`config.mk`:
```
export PLATFORM = sky130hd
export DESIGN_NAME = pipelined_addsub
export DESIGN_NICKNAME = d
export VERILOG_FILES = /design/src/rtl/pipelined_addsub_pkg.sv /design/src/rtl/addsub_chunk.sv /design/src/rtl/full_adder.sv /design/src/rtl/pipelined_addsub.sv
export SDC_FILE = /design/constraint.sdc
export NUM_CORES = 1
export LEC_CHECK = 0
export ABC_AREA = 1
export BUFFER_PORTS_ARGS = -buffer_cell sky130_fd_sc_hd__buf_2
export CAP_MARGIN = 20
export CORE_MARGIN = 3
export CORE_UTILIZATION = 60
export CTS_BUF_LIST = sky130_fd_sc_hd__clkbuf_2 sky130_fd_sc_hd__clkbuf_4 sky130_fd_sc_hd__clkbuf_8
export DETAILED_ROUTE_END_ITERATION = 12
export PLACE_DENSITY = 0.83
export SYNTH_ARGS = -nofsm -noshare
export SYNTH_HDL_FRONTEND = slang
export SYNTH_SLANG_ARGS = --single-unit
```
`constraint.sdc`:
```
create_clock -name clk -period 5.04 [get_ports clk]
set_clock_uncertainty 0.2 [all_clocks]
set_input_delay 0.504 -clock clk [delete_from_list [all_inputs] [get_ports clk]]
set_output_delay 0.504 -clock clk [all_outputs]
set_load 0.01 [all_outputs]
```
`src/rtl/pipelined_addsub_pkg.sv`:
```
// Shared definitions for the pipelined adder/subtractor: default geometry,
// stage-count derivation and the add/sub opcode encoding.
package pipelined_addsub_pkg;

  localparam int unsigned DefaultWidth = 16;
  localparam int unsigned DefaultChunk = 4;

  typedef enum logic {
    OpAdd = 1'b0,
    OpSub = 1'b1
  } op_e;

  // Pipeline depth equals the number of ripple slices.
  function automatic int unsigned calc_stages(input int unsigned width, input int unsigned chunk);
    return (chunk == 0) ? 1 : width / chunk;
  endfunction

endpackage

```
`src/rtl/addsub_chunk.sv`:
```
// CHUNK-bit combinational ripple slice built from full_adder cells.
// c_msb_in is the carry into the slice MSB, used for signed overflow.
module addsub_chunk #(
  parameter int unsigned CHUNK = 4
) (
  input  logic [CHUNK-1:0] a,
  input  logic [CHUNK-1:0] b,
  input  logic             cin,
  output logic [CHUNK-1:0] s,
  output logic             cout,
  output logic             c_msb_in
);

  logic [CHUNK:0] c;

  assign c[0] = cin;

  for (genvar i = 0; i < CHUNK; i++) begin : g_bit
    full_adder u_fa (
      .a    (a[i]),
      .b    (b[i]),
      .cin  (c[i]),
      .s    (s[i]),
      .cout (c[i+1])
    );
  end

  assign cout     = c[CHUNK];
  assign c_msb_in = c[CHUNK-1];

endmodule

```
`src/rtl/full_adder.sv`:
```
// Single-bit full adder cell used to build the ripple slices.
module full_adder (
  input  logic a,
  input  logic b,
  input  logic cin,
  output logic s,
  output logic cout
);

  assign s    = a ^ b ^ cin;
  assign cout = (a & b) | (cin & (a ^ b));

endmodule

```
`src/rtl/pipelined_addsub.sv`:
```
// WIDTH-bit adder/subtractor pipelined as CHUNK-bit ripple slices with a
// valid/ready stream interface; the whole pipe advances or stalls together.
module pipelined_addsub
  import pipelined_addsub_pkg::*;
#(
  parameter int unsigned WIDTH = DefaultWidth,
  parameter int unsigned CHUNK = DefaultChunk
) (
  input  logic             clk,
  input  logic             rst_n,
  input  logic             in_valid,
  output logic             in_ready,
  input  logic [WIDTH-1:0] a,
  input  logic [WIDTH-1:0] b,
  input  logic             cin,
  input  logic             sub,
  output logic             out_valid,
  input  logic             out_ready,
  output logic [WIDTH-1:0] s,
  output logic             cout,
  output logic             ovf,
  output logic             zero
);

  localparam int unsigned STAGES = calc_stages(WIDTH, CHUNK);

  if (CHUNK == 0 || (WIDTH % CHUNK) != 0) begin : g_param_check
    $error("pipelined_addsub: WIDTH must be a non-zero multiple of CHUNK");
  end

  logic             adv;
  op_e              op;
  logic [WIDTH-1:0] b_eff;
  logic             c0;

  assign adv      = !out_valid || out_ready;
  assign in_ready = adv;

  assign op    = op_e'(sub);
  assign b_eff = (op == OpSub) ? ~b : b;
  assign c0    = (op == OpSub) ? 1'b1 : cin;

  for (genvar k = 0; k < STAGES; k++) begin : g_stage
    // Operand bits still to be consumed by this and later slices.
    localparam int unsigned WIn = WIDTH - k * CHUNK;

    logic [WIn-1:0]           a_in;
    logic [WIn-1:0]           b_in;
    logic                     c_in;
    logic                     v_in;
    logic [CHUNK-1:0]         slice_s;
    logic                     slice_c;
    logic                     slice_c_msb;
    logic [(k+1)*CHUNK-1:0]   s_next;
    logic [(k+1)*CHUNK-1:0]   s_q;
    logic                     c_q;
    logic                     valid_q;

    if (k == 0) begin : g_head
      assign a_in   = a;
      assign b_in   = b_eff;
      assign c_in   = c0;
      assign v_in   = in_valid;
      assign s_next = slice_s;
    end else begin : g_body
      assign a_in   = g_stage[k-1].g_skew.a_q;
      assign b_in   = g_stage[k-1].g_skew.b_q;
      assign c_in   = g_stage[k-1].c_q;
      assign v_in   = g_stage[k-1].valid_q;
      // Lower slices ride along so all slices of an op emerge together.
      assign s_next = {slice_s, g_stage[k-1].s_q};
    end

    addsub_chunk #(
      .CHUNK (CHUNK)
    ) u_chunk (
      .a        (a_in[CHUNK-1:0]),
      .b        (b_in[CHUNK-1:0]),
      .cin      (c_in),
      .s        (slice_s),
      .cout     (slice_c),
      .c_msb_in (slice_c_msb)
    );

    always_ff @(posedge clk or negedge rst_n) begin
      if (!rst_n) begin
        valid_q <= 1'b0;
        c_q     <= 1'b0;
        s_q     <= '0;
      end else if (adv) begin
        valid_q <= v_in;
        c_q     <= slice_c;
        s_q     <= s_next;
      end
    end

    if (k < STAGES - 1) begin : g_skew
      logic [WIn-CHUNK-1:0] a_q;
      logic [WIn-CHUNK-1:0] b_q;
      logic                 unused_c_msb;

      assign unused_c_msb = slice_c_msb;

      always_ff @(posedge clk or negedge rst_n) begin
        if (!rst_n) begin
          a_q <= '0;
          b_q <= '0;
        end else if (adv) begin
          a_q <= a_in[WIn-1:CHUNK];
          b_q <= b_in[WIn-1:CHUNK];
        end
      end
    end else begin : g_last
      logic ovf_q;
      logic zero_q;

      always_ff @(posedge clk or negedge rst_n) begin
        if (!rst_n) begin
          ovf_q  <= 1'b0;
          zero_q <= 1'b0;
        end else if (adv) begin
          ovf_q  <= slice_c ^ slice_c_msb;
          zero_q <= (s_next == '0);
        end
      end
    end
  end

  assign out_valid = g_stage[STAGES-1].valid_q;
  assign s         = g_stage[STAGES-1].s_q;
  assign cout      = g_stage[STAGES-1].c_q;
  assign ovf       = g_stage[STAGES-1].g_last.ovf_q;
  assign zero      = g_stage[STAGES-1].g_last.zero_q;

endmodule

```
; ---- Word level (Yosys, flattened, before mapping)
; Index checks and enable logic that the tools add are counted.
[totals]
output_inout_bits = 21
ff_bits = 98
elab_cells = 107
in_bits = 38
[classes]
bitwise = 82
n_reduce_logical = 3
mux = 2
[ops]
columns = cell, count
row1 = $xor A1 B1 Y1, 33
row2 = $and A1 B1 Y1, 32
row3 = $logic_not A16 Y1, 1
row4 = $mux W16, 1
row5 = $not A16 Y16, 1
row6 = $or A1 B1 Y1, 16
row7 = $logic_not A1 Y1, 1
row8 = $logic_or A1 B1 Y1, 1
row9 = $mux W1, 1

; ---- Depth between registers and ports, before layout
; Gate-level depths: netlist of the first run.
[depth]
ltp_word = 11
mapped_depth = 13

; ---- Cells and area by module
; Synthesis of the first run repeated with hierarchy kept, for this count alone.
[unflattened]
cells_unflattened = 434
area_unflattened_um2 = 4185.3
[modules_own_cells]
columns = module, n_inst, cells_each, area_each_um2
row1 = pipelined_addsub, 1, 418, 3865.0
row2 = full_adder, 16, 1, 20.0

; ---- Worst setup path after synthesis of the first run
; OpenSTA, ideal clock, no wires.
[synth_path]
path_type = input port to flip-flop
start = input port sub
end = register g_stage[0].s_q[3]
arrival_ns = 2.629
slack_ns = 2.093
stages = 10
setup_ns = 0.117
n_path_buf = 2
path_cell_list = buf_6 > buf_8 > xnor2_1 > fa_1 > fa_1 > fa_1 > inv_1 > fa_1 > nand2_1 > o21ai_2
[synth_between]
elab_chain_cells = 9
elab_cells_between_ends = 16
classes_between = mux: 2 / bitwise: 14
[synth_lines]
columns = item, line_no
row1 = from (decl), pipelined_addsub.sv:16  ; input logic sub,
row2 = $mux W16, pipelined_addsub.sv:40  ; assign b_eff = (op == OpSub) ? ~b : b;
row3 = $xor A1 B1 Y1, full_adder.sv:11  ; assign cout = (a & b) | (cin & (a ^ b));
row4 = $and A1 B1 Y1, full_adder.sv:11
row5 = $or A1 B1 Y1, full_adder.sv:11
row6 = $and A1 B1 Y1, full_adder.sv:11
row7 = $or A1 B1 Y1, full_adder.sv:11
row8 = $and A1 B1 Y1, full_adder.sv:11
row9 = $or A1 B1 Y1, full_adder.sv:11
row10 = $xor A1 B1 Y1 *, full_adder.sv:10  ; assign s = a ^ b ^ cin;
row11 = named net g_stage[0].u_chunk.g_bit[3].u_fa.s, full_adder.sv:6  ; output logic s,
row12 = to (signal assigned), pipelined_addsub.sv:93  ; s_q <= s_next;
row13 = to (decl), pipelined_addsub.sv:55  ; logic [(k+1)*CHUNK-1:0] s_q;
; Mark *: on every way through the listed nets, which the timed path passes. The rest lies on a longest branch.
; A chain may end at the register's enable or synchronous reset.

; ---- Worst setup path in the final report of the first run
; Ends and elaborated chain as after synthesis.

==> results of run 1 <==
## cells in the final DEF, fill, tap and decap left out, drive strengths merged
cell type / synthesis / final
nand2: 199 / 199
clkbuf: 3 / 12
nand3: 1 / 1
inv: 35 / 35
buf: 20 / 61
clkinv: 0 / 3
xor2: 2 / 2
o21ai: 47 / 47
fa: 16 / 16
nor2: 13 / 13
xnor2: 15 / 15
dlygate4sd3: 0 / 1
dfrtp: 98 / 98
## stage by stage
step,cell area [um2],hold WS (ps),utilization,worst slack [ps]
floorplan,4360,8.41,-,2090
global placement,4560,242,0.660,1840
detailed placement,4560,241,0.660,1770
CTS,4740,130,0.687,2150
global route,4740,150,0.687,2010
finish,4740,142,0.687,2140
## routing by layer
metal | track usage | vias to the layer above | routed length, um
met3 | 0.0373 | 12 | 330
met2 | 0.312 | 62 | 3430
li1 | - | 1448 | -
met5 | 0 | - | 0
met1 | 0.287 | 1380 | 3400
met4 | 0.0791 | 0 | 135
## power by group
part           internal [mW]  switching [mW]
sequential              1.13           0.182
combinational          0.367           0.594
clock                  0.207           0.250
total                   1.70            1.03
## logic make-up (layout without fill, tap and decap cells)
logic type / after synthesis / count (layout)
simple gates: 213 / 213
fa+ha+maj: 16 / 16
flops: 98 / 98
compound gates: 47 / 47
xor+xnor: 17 / 17
buf+inv: 58 / 112
## worst max path at each step
stage	to
5_1_grt	g_stage[0].s_q[3]$_DFFE_PN0P_
2_1_floorplan	g_stage[0].s_q[3]$_DFFE_PN0P_
3_5_place_dp	g_stage[0].s_q[3]$_DFFE_PN0P_
4_1_cts	g_stage[0].s_q[3]$_DFFE_PN0P_
6_report	g_stage[0].s_q[3]$_DFFE_PN0P_
3_3_place_gp	g_stage[0].s_q[3]$_DFFE_PN0P_
## what timing repair did
item                       4_1_cts  5_1_grt
setup endpoints to repair        0        0
buffers inserted                 0        0
hold endpoints to repair        39        0
hold buffers                     1        0
## worst max-delay path: cells and delay by family
| family | cells | cell delay, ps |
|---|---|---|
| xor+xnor | 1 | 170 |
| fa+ha+maj | 4 | 1620 |
| simple gates | 1 | 90 |
| buf+inv | 2 | 470 |
| compound gates | 1 | 60 |
## registers in the layout, indices dropped and copies added (netlist names)
signal              count
g_stage.g_skew.b_q     24
s                      16
zero                    1
cout                    1
ovf                     1
g_stage.s_q            24
out_valid               1
g_stage.c_q             3
g_stage.valid_q         3
g_stage.g_skew.a_q     24
## layout make-up
type / instances / area [um2]
inverter: 35 / 131
multi-input combinational: 293 / 1540
timing repair buffer: 62 / 325
clock buffer: 12 / 159
tap: 96 / 120
clock inverter: 3 / 15.0
sequential: 98 / 2450
fill: 572 / 2160
==> results.cfg, run 1 <==
[yosys]
synthAdderAreaFrac = 0.0735
synth_area_leaders = dfrtp_1 (56%), nand2_1 (17%), fa_1 (7.3%)
synth_top_family_by_area = simple AND/OR/NAND/NOR gates
yosys.area_share.simple = 0.185
synth_cells = 449
seq_area_frac_synth = 0.563
synth_area_leader_cell = dfrtp_1
synth.area.mux_share = 0
synth_top_area_share = 0.563
synth-async-reset-ratio = 1.00
synth_edf_count = 0
yosysMostFrequentCell = nand2_1
synthFlopType = dfrtp_1
yosysWarnings = 0
netlist_area_mm2 = 0.00436
synth_seq_cells = 98
synth.avg_cell_area_um2 = 9.71
synth-xor-area-share = 0.0342
synth_nets = 503
synth_common_cells = nand2_1 (199), dfrtp_1 (98), inv_1 (34), o21ai_0 (34), buf_6 (18)
synth_cell_types = 18
synth-compound-area-share = 0.0600

[min_path]
holdCritStartpoint = a[5]
min_path_cells = 3
min_to = g_stage[0].g_skew.a_q[1]$_DFFE_PN0P_
hp-class = primary input to register

[setup_path]
crit_top_cell = fa_1
rrSetupSlack_ps = 2270
crit_start = sub
cp_data_arrival_time_ps = 2930
cp-start-kind = primary input
end_kind = register
reg2regPathDepth = 13
reg2reg_from = g_stage[2].g_skew.a_q[0]$_DFFE_PN0P_
cpPeakStageDelay_ps = 440
cp_slowest_cell = fa_1
crit_fanout = 17
crit_chain = buf_2 -> xnor2_1 -> fa_1 -> fa_1 -> fa_1 -> inv_1 -> fa_1 -> nand2_1 -> o21ai_2
r2r_end = zero$_DFFE_PN0P_
required_ps = 5070
crit_type = primary input to register

[cts]
htreeDepth = 3
cts_resized = 0
clock_path_buffers = 2
clk_latency_ps = 350
cts.sinks = 98
cts_root_buf = clkbuf_8
clk_pin_slew_ps = 80
tritoncts = yes
cts_inserted_buffers = 9

[global_route]
grt_max_degree = 113
grt_usage = 0.202
grt_overflow = 0
grt_pass1_vias = 2994
antenna_found_initial = 0
grt_pass1_wl_um = 13500

[floorplanning]
core_mm2 = 0.00691
die_h_um = 91.2
std_cell_rows = 30
start_util = 0.631
pin_count = 59
die_w_um = 91.2
die_area_mm2 = 0.00832

[routing]
dr.pass1.iters = 4
drc_errors = 0
wire_per_inst_um = 12.2
viasPerCell = 4.84
postRouteAntennaNets = 0
totalWireLength_um = 7300
drtIter0Drc = 138
route.vias.total = 2902

[placement]
gp_congestion = 0.762
hpwl_um = 4920
io_buffers = 58
placed_cells = 583

[cells_and_area]
stdcell_count = 599
final_nets = 553
syn_to_final_growth_pct = 8.81
drive_gt1_frac = 0.169
antenna_cells = 0

[flow_run]
maxCapViolCount = 0

[power_and_ir_drop]
p_leak_nw = 2.47
p_total_mw = 2.73
irDropWorstVdd_mv = 0.392
power.density_mw_per_mm2 = 576

[sta]
fin_crit_sh = 0.576
rsz0062_at_grt = false
slew_violations = 0
relSlewSlack = 0.349
fmax_mhz = 344
setup_viol = 0
worst_pin_slew_ps = 977
min_period_ps = 2900
finalHoldViolCount = 0
setup_tns_ps = 0

[run_status]
status = finished, final reports clean
Note: power is estimated with default switching activity, not from simulation.
==> run 2, diff against run 1 <==
Settings changed: CORE_UTILIZATION 60 to 54, PLACE_DENSITY 0.83 to 0.79.
Clock period 5.04 ns to 2.5 ns, I/O delays scaled along.
==> run 2 against run 1 <==
The run now ends with negative setup slack left. Flip-flop and latch count did not move. Clock power up 140%. Sequential power increased by 100%. Register-to-register slack worse by 2300 ps. Clock-buffer cell count decreased by 1. Worst setup slack lost 2100 ps. Die area rose by 10%. Non-clock buffer count up 33. Critical path depth grew 4. Final cell count is 6.3% higher. Global-route usage increased by 0.36 points. Power increased by 110%. Largest power group unchanged.
==> results.cfg, run 2 (synthesis results as in run 1) <==
[cells_and_area]
final_nets = 586
layout_common_cells = nand2_1 (199), dfrtp_1 (98), buf_2 (57), o21ai_0 (33), inv_1 (29)
top_regs = g_stage.g_skew.a_q x24, g_stage.g_skew.b_q x24, g_stage.s_q x24
fillers = 614
final-seq-area_mm2 = 0.00245
finish.utilization = 0.657
antenna_cells = 0
fin_area_mm2 = 0.00510
layout_commonest_cell = nand2_1
multi_input_area_mm2 = 0.00155
syn_to_final_growth_pct = 17.1
drive_gt1_frac = 0.198

[min_path]
min_to = g_stage[0].g_skew.b_q[8]$_DFFE_PN0P_
holdCritStartpoint = b[12]
min_path_cells = 3
hp-class = primary input to register

[sta]
worst_pin_slew_ps = 557
min_period_ps = 2500
fmax_mhz = 399
worst_slack_ps = -4.12
setup_viol = 1
relSlewSlack = 0.629
rsz0062_at_grt = true
fin_crit_sh = 1.00
finalHoldViolCount = 0
holdWs_ps = 13.2
slew_violations = 0

[floorplanning]
start_util = 0.561
die_w_um = 95.8
die_h_um = 95.8
std_cell_rows = 32
pin_count = 59
core_mm2 = 0.00777
die_area_mm2 = 0.00918

[power_and_ir_drop]
irDropWorstVdd_mv = 1.13
p_leak_nw = 2.62
power.density_mw_per_mm2 = 1150

[flow_run]
maxCapViolCount = 0

[global_route]
grt_overflow = 0
antenna_found_initial = 0
grt_pass1_vias = 2982
grt_pass1_wl_um = 14300
grt_usage = 0.205
grt_max_degree = 64

[cts]
tritoncts = yes
htreeDepth = 3
clk_latency_ps = 350
cts_root_buf = clkbuf_8
clk_pin_slew_ps = 80
clock_path_buffers = 2
cts_inserted_buffers = 9
cts.sinks = 98

[routing]
wire_per_inst_um = 13.1
route.met2.wl_um = 4100
dr.pass1.iters = 5
drtIter0Drc = 187
viasPerCell = 4.76
dr_wl_met3_um = 430
totalWireLength_um = 8310
postRouteAntennaNets = 0
highest_layer = met4
wl_met1_um = 3730
drc_errors = 0
route.vias.total = 3034

[setup_path]
rrSetupSlack_ps = -4
required_ps = 2550
reg2reg_from = g_stage[2].c_q$_DFFE_PN0P_
cp-start-kind = register
crit_type = register to register
reg2regPathDepth = 13
end_kind = register
crit_fanout = 2
cp_data_arrival_time_ps = 2550
r2r_end = zero$_DFFE_PN0P_

[placement]
hpwl_um = 5490
dpl-instance-area_mm2 = 0.00464
io_buffers = 58
gp_congestion = 0.794

[run_status]
violations = negative setup slack
status = finished, violations left
[run 2: what timing repair did]
item	4_1_cts	5_1_grt
setup buffers	1	1
gates resized for setup	6	2
hold buffers	23	0
endpoints found under the setup margin	3	3
endpoints found under the hold margin	62	0
pin swaps	3	2
[run 2: cell type report]
cell class,instances,share of cell area
clock inverters,3,0.0127
clock buffers,11,0.0284
well taps,102,0.0250
flip-flops and latches,98,0.481
repair buffers,95,0.123
inverters,35,0.0257
multi-input cells,293,0.304
[run 2: worst max path at each step]
stage	from	to	slack (ps)
2_1_floorplan	sub	g_stage[0].s_q[3]$_DFFE_PN0P_	-110
3_3_place_gp	g_stage[2].c_q$_DFFE_PN0P_	zero$_DFFE_PN0P_	-30
3_5_place_dp	g_stage[2].c_q$_DFFE_PN0P_	zero$_DFFE_PN0P_	-110
4_1_cts	g_stage[2].c_q$_DFFE_PN0P_	zero$_DFFE_PN0P_	-9
5_1_grt	g_stage[2].c_q$_DFFE_PN0P_	zero$_DFFE_PN0P_	-110
6_report	g_stage[2].c_q$_DFFE_PN0P_	zero$_DFFE_PN0P_	-4
[run 2: layer usage]
layer / up-vias / track usage
li1: 1517 / -
met1: 1449 / 0.291
met2: 64 / 0.320
met3: 4 / 0.0391
met4: 0 / 0.0711
met5: - / 0
[run 2: critical path, cell delays in order (launching register included)]
cell	delay, ps
dfrtp_1	400
inv_2	70
fa_2	200
inv_2	40
fa_2	340
fa_2	360
inv_2	70
fa_1	420
nand2_1	80
inv_1	40
nand2_1	50
nor2_1	30
nand3_1	60
nand2_1	50
[run 2: metrics by stage]
step	TNS (ps)	setup slack, ps	power [mW]	instances
6_report	-4.12	-4.12	5.86	637
3_3_place_gp	-35.6	-30.7	4.62	598
3_5_place_dp	-177	-113	4.74	598
2_1_floorplan	-109	-109	4.16	449
4_1_cts	-9.16	-9.16	5.91	636
5_1_grt	-238	-114	6.40	637
[run 2: where the power goes]
part           switching [mW]  internal [mW]
Clock                   0.491          0.590
Combinational            1.26          0.863
Sequential              0.383           2.28
Total                    2.13           3.73
